==> src/rtl/uart_enigma_sequencer.sv <==
// Glue between uart_rx, the Enigma cipher core and uart_tx.
// Letters are queued as 0..25 indices, ciphered one at a time, sent as uppercase ASCII.
module uart_enigma_sequencer #(
  parameter int FIFO_DEPTH  = 4,
  parameter int ENC_TIMEOUT = 255
) (
  input  logic       clk,
  input  logic       rst,
  input  logic [7:0] rx_data,
  input  logic       rx_valid,
  output logic [5:0] enc_in,
  output logic       enc_start,
  input  logic       enc_done,
  input  logic [5:0] enc_out,
  output logic [7:0] tx_data,
  output logic       tx_start,
  input  logic       tx_busy,
  output logic       fifo_full,
  output logic [7:0] drop_cnt,
  output logic       timeout_err
);

  localparam int AW = $clog2(FIFO_DEPTH);
  localparam int TW = $clog2(ENC_TIMEOUT + 1);

  localparam logic [AW:0]   DEPTH_P = (AW + 1)'(FIFO_DEPTH);
  localparam logic [TW-1:0] TMO_MAX = TW'(ENC_TIMEOUT - 1);

  localparam logic [2:0] IDLE     = 3'd0;
  localparam logic [2:0] ISSUE    = 3'd1;
  localparam logic [2:0] WAIT_ENC = 3'd2;
  localparam logic [2:0] SEND     = 3'd3;
  localparam logic [2:0] WAIT_TX  = 3'd4;

  logic [2:0]    state;
  logic [5:0]    mem [FIFO_DEPTH];
  logic [AW:0]   wr_ptr;
  logic [AW:0]   rd_ptr;
  logic [AW:0]   wr_nxt;
  logic [AW:0]   rd_nxt;
  logic [TW-1:0] tmo_cnt;
  logic          is_upper;
  logic          is_lower;
  logic          do_wr;
  logic          do_pop;
  logic          fifo_empty;
  logic [5:0]    letter_idx;

  // Both cases share low five bits 0x01..0x1A for A..Z.
  always_comb begin
    is_upper   = (rx_data >= 8'h41) && (rx_data <= 8'h5A);
    is_lower   = (rx_data >= 8'h61) && (rx_data <= 8'h7A);
    letter_idx = {1'b0, rx_data[4:0] - 5'd1};
    do_wr      = rx_valid && (is_upper || is_lower) && !fifo_full;
    fifo_empty = (wr_ptr == rd_ptr);
    do_pop     = (state == IDLE) && !fifo_empty;
    wr_nxt     = wr_ptr + {{AW{1'b0}}, do_wr};
    rd_nxt     = rd_ptr + {{AW{1'b0}}, do_pop};
  end

  always_ff @(posedge clk) begin
    if (do_wr) begin
      mem[wr_ptr[AW-1:0]] <= letter_idx;
    end
  end

  always_ff @(posedge clk) begin
    if (rst) begin
      wr_ptr    <= '0;
      rd_ptr    <= '0;
      fifo_full <= 1'b0;
      drop_cnt  <= 8'd0;
    end else begin
      wr_ptr    <= wr_nxt;
      rd_ptr    <= rd_nxt;
      fifo_full <= ((wr_nxt - rd_nxt) == DEPTH_P);
      if (rx_valid && !do_wr && (drop_cnt != 8'hFF)) begin
        drop_cnt <= drop_cnt + 8'd1;
      end
    end
  end

  always_ff @(posedge clk) begin
    if (rst) begin
      state       <= IDLE;
      enc_in      <= 6'd0;
      enc_start   <= 1'b0;
      tx_data     <= 8'd0;
      tx_start    <= 1'b0;
      timeout_err <= 1'b0;
      tmo_cnt     <= '0;
    end else begin
      enc_start <= 1'b0;
      tx_start  <= 1'b0;
      unique case (state)
        IDLE: begin
          if (do_pop) begin
            enc_in <= mem[rd_ptr[AW-1:0]];
            state  <= ISSUE;
          end
        end
        ISSUE: begin
          enc_start <= 1'b1;
          tmo_cnt   <= '0;
          state     <= WAIT_ENC;
        end
        WAIT_ENC: begin
          if (enc_done) begin
            tx_data <= {2'b01, enc_out} + 8'd1;
            state   <= SEND;
          end else if (tmo_cnt == TMO_MAX) begin
            timeout_err <= 1'b1;
            state       <= IDLE;
          end else begin
            tmo_cnt <= tmo_cnt + 1'b1;
          end
        end
        SEND: begin
          if (!tx_busy) begin
            tx_start <= 1'b1;
            state    <= WAIT_TX;
          end
        end
        WAIT_TX: begin
          // The pulse cycle gives the transmitter time to raise busy.
          if (!tx_start && !tx_busy) begin
            state <= IDLE;
          end
        end
        default: state <= IDLE;
      endcase
    end
  end

endmodule
==> config.mk <==
export PLATFORM = sky130hd
export DESIGN_NAME = uart_enigma_sequencer
export DESIGN_NICKNAME = d
export VERILOG_FILES = /design/src/rtl/uart_enigma_sequencer.sv
export SDC_FILE = /design/constraint.sdc
export NUM_CORES = 1
export LEC_CHECK = 0
export BUFFER_PORTS_ARGS = -buffer_cell sky130_fd_sc_hd__clkbuf_2
export CAP_MARGIN = 30
export CORE_UTILIZATION = 54
export CTS_BUF_LIST = sky130_fd_sc_hd__clkbuf_4
export DETAILED_ROUTE_END_ITERATION = 16
export HOLD_SLACK_MARGIN = 0.12
export PLACE_DENSITY_LB_ADDON = 0.15
export SLEW_MARGIN = 20
export SYNTH_ARGS = -nofsm -noshare
export SYNTH_HDL_FRONTEND = slang
export SYNTH_SLANG_ARGS = --single-unit
export TNS_END_PERCENT = 10
==> constraint.sdc <==
create_clock -name clk -period 3 [get_ports clk]
set_input_delay 0.3 -clock clk [delete_from_list [all_inputs] [get_ports clk]]
set_output_delay 0.3 -clock clk [all_outputs]
set_load 0.05 [all_outputs]
==> impl_metrics.sql <==
INSERT INTO impl_metrics (metric_group, metric, value, unit) VALUES
('synthesis', 'synth_seq_cells', '62', ''),
('synthesis', 'ys_warn_count', '0', ''),
('cells_and_area', 'flow.area_growth_from_synthesis', '13.7', '%'),
('cells_and_area', 'final_layout_size_suffix_gt1_share', '23.9', '%'),
('worst_setup_path', 'critical_path.startpoint_type', 'primary input', ''),
('worst_hold_path', 'timing.hold.worst.class', 'in -> reg', ''),
('die', 'die_width', '74.3', 'um'),
('job', 'max_cap_violations', '0', ''),
('status', 'outcome', 'finished, final reports clean', ''),
('sta', 'final_setup_skew', '0.00767', 'ns'),
('route', 'wl', '4960', 'um'),
('synthesis', 'syn_inst', '267', ''),
('synthesis', 'syn_nets', '299', ''),
('route', 'avgRoutedWirePerCell', '12.9', 'um'),
('synthesis', 'synth_ff_type', 'dfxtp_1', ''),
('die', 'initial_standard_cell_utilization_of_the_core', '57.9', '%'),
('sta', 'grt_setup_unrepaired', 'no', ''),
('power_and_ir_drop', 'total_leakage_power', '1.28', 'nW'),
('worst_setup_path', 'critPathKind', 'in -> reg', ''),
('cts', 'clk-insertion-delay-late', '0.40', 'ns'),
('cells_and_area', 'final-seq-area', '1440', 'um^2'),
('sta', 'fmax', '399', 'MHz'),
('sta', 'finalMaxSlewViolations', '0', ''),
('cts', 'cts_max_level', '3', ''),
('synthesis', 'number_of_flops_mapped_to_enable_cells_by_yosys', '20', ''),
('cells_and_area', 'n_fill_cell', '443', ''),
('worst_setup_path', 'worst-r2r-cell-count', '11', ''),
('worst_setup_path', 'crit_path_end_kind', 'flop', ''),
('sta', 'setup_total_negative_slack', '0', 'ns'),
('route', 'detailedRoute.firstIterationViolations', '61', ''),
('worst_setup_path', 'critPathRequiredTime', '3.26', 'ns'),
('die', 'design.portCount', '45', ''),
('placement', 'final_weighted_congestion_in_routability_driven_placement', '0.802', ''),
('power_and_ir_drop', 'power.density_cell_area', '646', 'nW/um^2'),
('synthesis', 'async_reset_ff_share', '0', '%'),
('global_route', 'global_route_wire_length_before_repair', '8540', 'um'),
('synthesis', 'syn_area', '2830', 'um^2'),
('global_route', 'grt_max_degree', '39', ''),
('sta', 'hold_viol', '0', ''),
('synthesis', 'synth.top_cell.area_share', '29.7', '%'),
('die', 'core_ar', '4880', 'um^2'),
('die', 'placementRows', '25', ''),
('power_and_ir_drop', 'power.ir.vdd_worst', '0.000413', 'V'),
('synthesis', 'syn-mean-instance-area', '10.6', 'um^2'),
('global_route', 'grt_use_total', '20.7', '%'),
('sta', 'fin_crit', '2.51', 'ns'),
('route', 'vias_per_cell', '5.42', ''),
('die', 'chipHeight', '74.3', 'um'),
('synthesis', 'ys_top_cells_by_area', 'dfxtp_1 (30%), edfxtp_1 (21%), ha_1 (5.8%), nor2_1 (4.6%), mux4_2 (4.0%)', ''),
('placement', 'io_buffer_count', '43', ''),
('cts', 'post_cts.resized_instances', '0', ''),
('synthesis', 'synth_cell_type_count', '47', ''),
('worst_setup_path', 'timing.critical_path.fanout_max', '5', ''),
('global_route', 'grt_remaining_overflow', '0', ''),
('worst_setup_path', 'timing.critical_path.arrival', '2.77', 'ns'),
('cells_and_area', 'n_antenna_cell', '0', ''),
('cts', 'cts-root-to-sink-buffers', '2', ''),
('route', 'dr.pass1.iters', '4', ''),
('cts', 'cts_buffers', '9', ''),
('route', 'drc', '0', ''),
('placement', 'detailedPlacementHpwl', '3530', 'um'),
('placement', 'numPlacedInstances', '368', ''),
('synthesis', 'synth_top_cell_by_area', 'dfxtp_1', ''),
('cts', 'cts_tree', 'yes', ''),
('global_route', 'grt_antenna_before_repair', '0', ''),
('sta', 'timing.max_slew.rel_slack', '50.1', '%'),
('route', 'count_of_antenna_violating_nets_left_after_detailed_routing', '0', ''),
('sta', 'share_of_the_clock_period_used_by_the_worst_path_after_layout', '83.6', '%'),
('sta', 'setup_viol_count_final', '0', ''),
('cells_and_area', 'fin_cells', '385', ''),
('worst_hold_path', 'min_delay_path_depth', '3', ''),
('cells_and_area', 'num-nets-final', '345', ''),
('sta', 'tightestPinTransition', '0.749', 'ns'),
('cts', 'root_buffer', 'clkbuf_4', ''),
('cts', 'clk_pin_slew', '0.10', 'ns'),
('global_route', 'grt_pass1_vias', '1955', ''),
('route', 'vias', '2088', ''),
('cells_and_area', 'multiInputGateArea', '1300', 'um^2'),
('die', 'die-area', '5530', 'um^2'),
('synthesis', 'seq_area_frac_synth', '51.0', '%'),
('cts', 'tritoncts_num_sinks', '62', '');
## per-layer routing
| layer | wire length (um) | GRT usage, % | part of all wire [%] |
|---|---|---|---|
| met1 | 2330 | 26.2 | 47 |
| met2 | 2330 | 32.8 | 47 |
| met3 | 192 | 5.56 | 3.9 |
| met4 | 102 | 10.7 | 2.1 |
| met5 | 0 | 0 | 0 |
## cells in the mapped netlist (2+ instances only)
library cell,instances
dfxtp_1,42
nor2_1,35
edfxtp_1,20
a21oi_1,15
ha_1,13
nand2_1,13
clkbuf_1,11
xor2_1,11
o21ai_0,8
xnor2_1,8
inv_1,7
mux2i_1,6
nand3_1,6
nor3_1,6
a211oi_1,5
mux4_2,5
nand4_1,5
nor2b_1,5
and3_1,4
nand2b_1,3
o2111ai_1,3
o31ai_1,3
or3_1,3
or4_1,3
a221oi_1,2
and3_2,2
o21a_1,2
or3_2,2
## cell families after synthesis
kind of cell    synth area share, %
other cells                   0.133
flops                          51.0
xor+xnor                       5.89
buf+inv                        3.05
compound gates                 10.3
simple gates                   17.8
fa+ha+maj                      5.75
mux                            6.11
## metrics by stage
| stage | hold slack [ns] | total power, W | instance area [um^2] | setup WS [ns] | util [%] |
|---|---|---|---|---|---|
| 2_1_floorplan | 0.396 | 0.00149 | 2830 | 0.279 | - |
| 3_3_place_gp | 0.457 | 0.00162 | 3100 | 0.135 | 63.4 |
| 3_5_place_dp | 0.467 | 0.00163 | 3100 | 0.0672 | 63.4 |
| 4_1_cts | 0.149 | 0.00210 | 3210 | 0.504 | 65.9 |
| 5_1_grt | 0.151 | 0.00220 | 3210 | 0.378 | 65.9 |
| 6_report | 0.170 | 0.00208 | 3210 | 0.492 | 65.9 |
## path summary, 6_finish.rpt
path                                   from  slack (ns)          end
worst min-delay path             enc_out[5]        0.17   tx_data[7]
worst max register to register    rd_ptr[1]        0.70    fifo_full
worst min register to register  timeout_err        0.48  timeout_err
worst max-delay path             rx_data[0]        0.49    fifo_full
## repair_timing
action / 4_1_cts / 5_1_grt
hold buffers: 1 / 0
hold endpoints to repair: 1 / 0
buffers inserted: 0 / 0
## power by group
group          internal (W)  switching (W)
Clock              0.000182       0.000285
Combinational      0.000231       0.000391
Sequential         0.000936      0.0000520
Total               0.00135       0.000728
## critical path, cell delays in order
cell	delay (ns)
clkbuf_2	0.11
inv_1	0.08
ha_1	0.18
or3b_4	0.39
or3_4	0.34
and3_2	0.22
ha_1	0.19
ha_1	0.28
ha_1	0.20
nor2b_1	0.14
xnor2_1	0.15
xnor2_1	0.14
nor3_1	0.06
## state kept, by name, indices dropped and copies added (netlist names)
name,flops
enc_start,1
tx_data,8
fifo_full,1
tmo_cnt,8
wr_ptr,3
drop_cnt,8
tx_start,1
rd_ptr,3
state,3
mem,20
enc_in,5
timeout_err,1
## final cells by class
class                   instances  area share, %
clock buffers                  11           2.57
clock inverters                 5          0.817
inverters                       7          0.817
multi-input cells             185           40.4
flip-flops and latches         62           44.8
well taps                      67           2.61
repair buffers                 48           7.94
## placed cells by master (no fill, tap or decap), types with 2 or more instances in the layout
master / instances
o21a_1: 2
o21ai_0: 8
or3_2: 2
nand2b_1: 3
nor2_1: 35
nand4_1: 5
ha_1: 13
mux2i_1: 6
xnor2_1: 8
xor2_1: 11
nor2b_1: 5
edfxtp_1: 20
clkbuf_2: 43
buf_4: 4
mux4_2: 5
o2111ai_1: 3
or4_1: 3
nor3_1: 6
or3_1: 3
and3_2: 2
nand2_1: 13
a211oi_1: 5
o31ai_1: 3
dfxtp_1: 42
a21oi_1: 15
and3_1: 4
a221oi_1: 2
nand3_1: 6
inv_1: 7
clkinv_2: 3
clkbuf_4: 11
(Power assumes the default switching activity.)
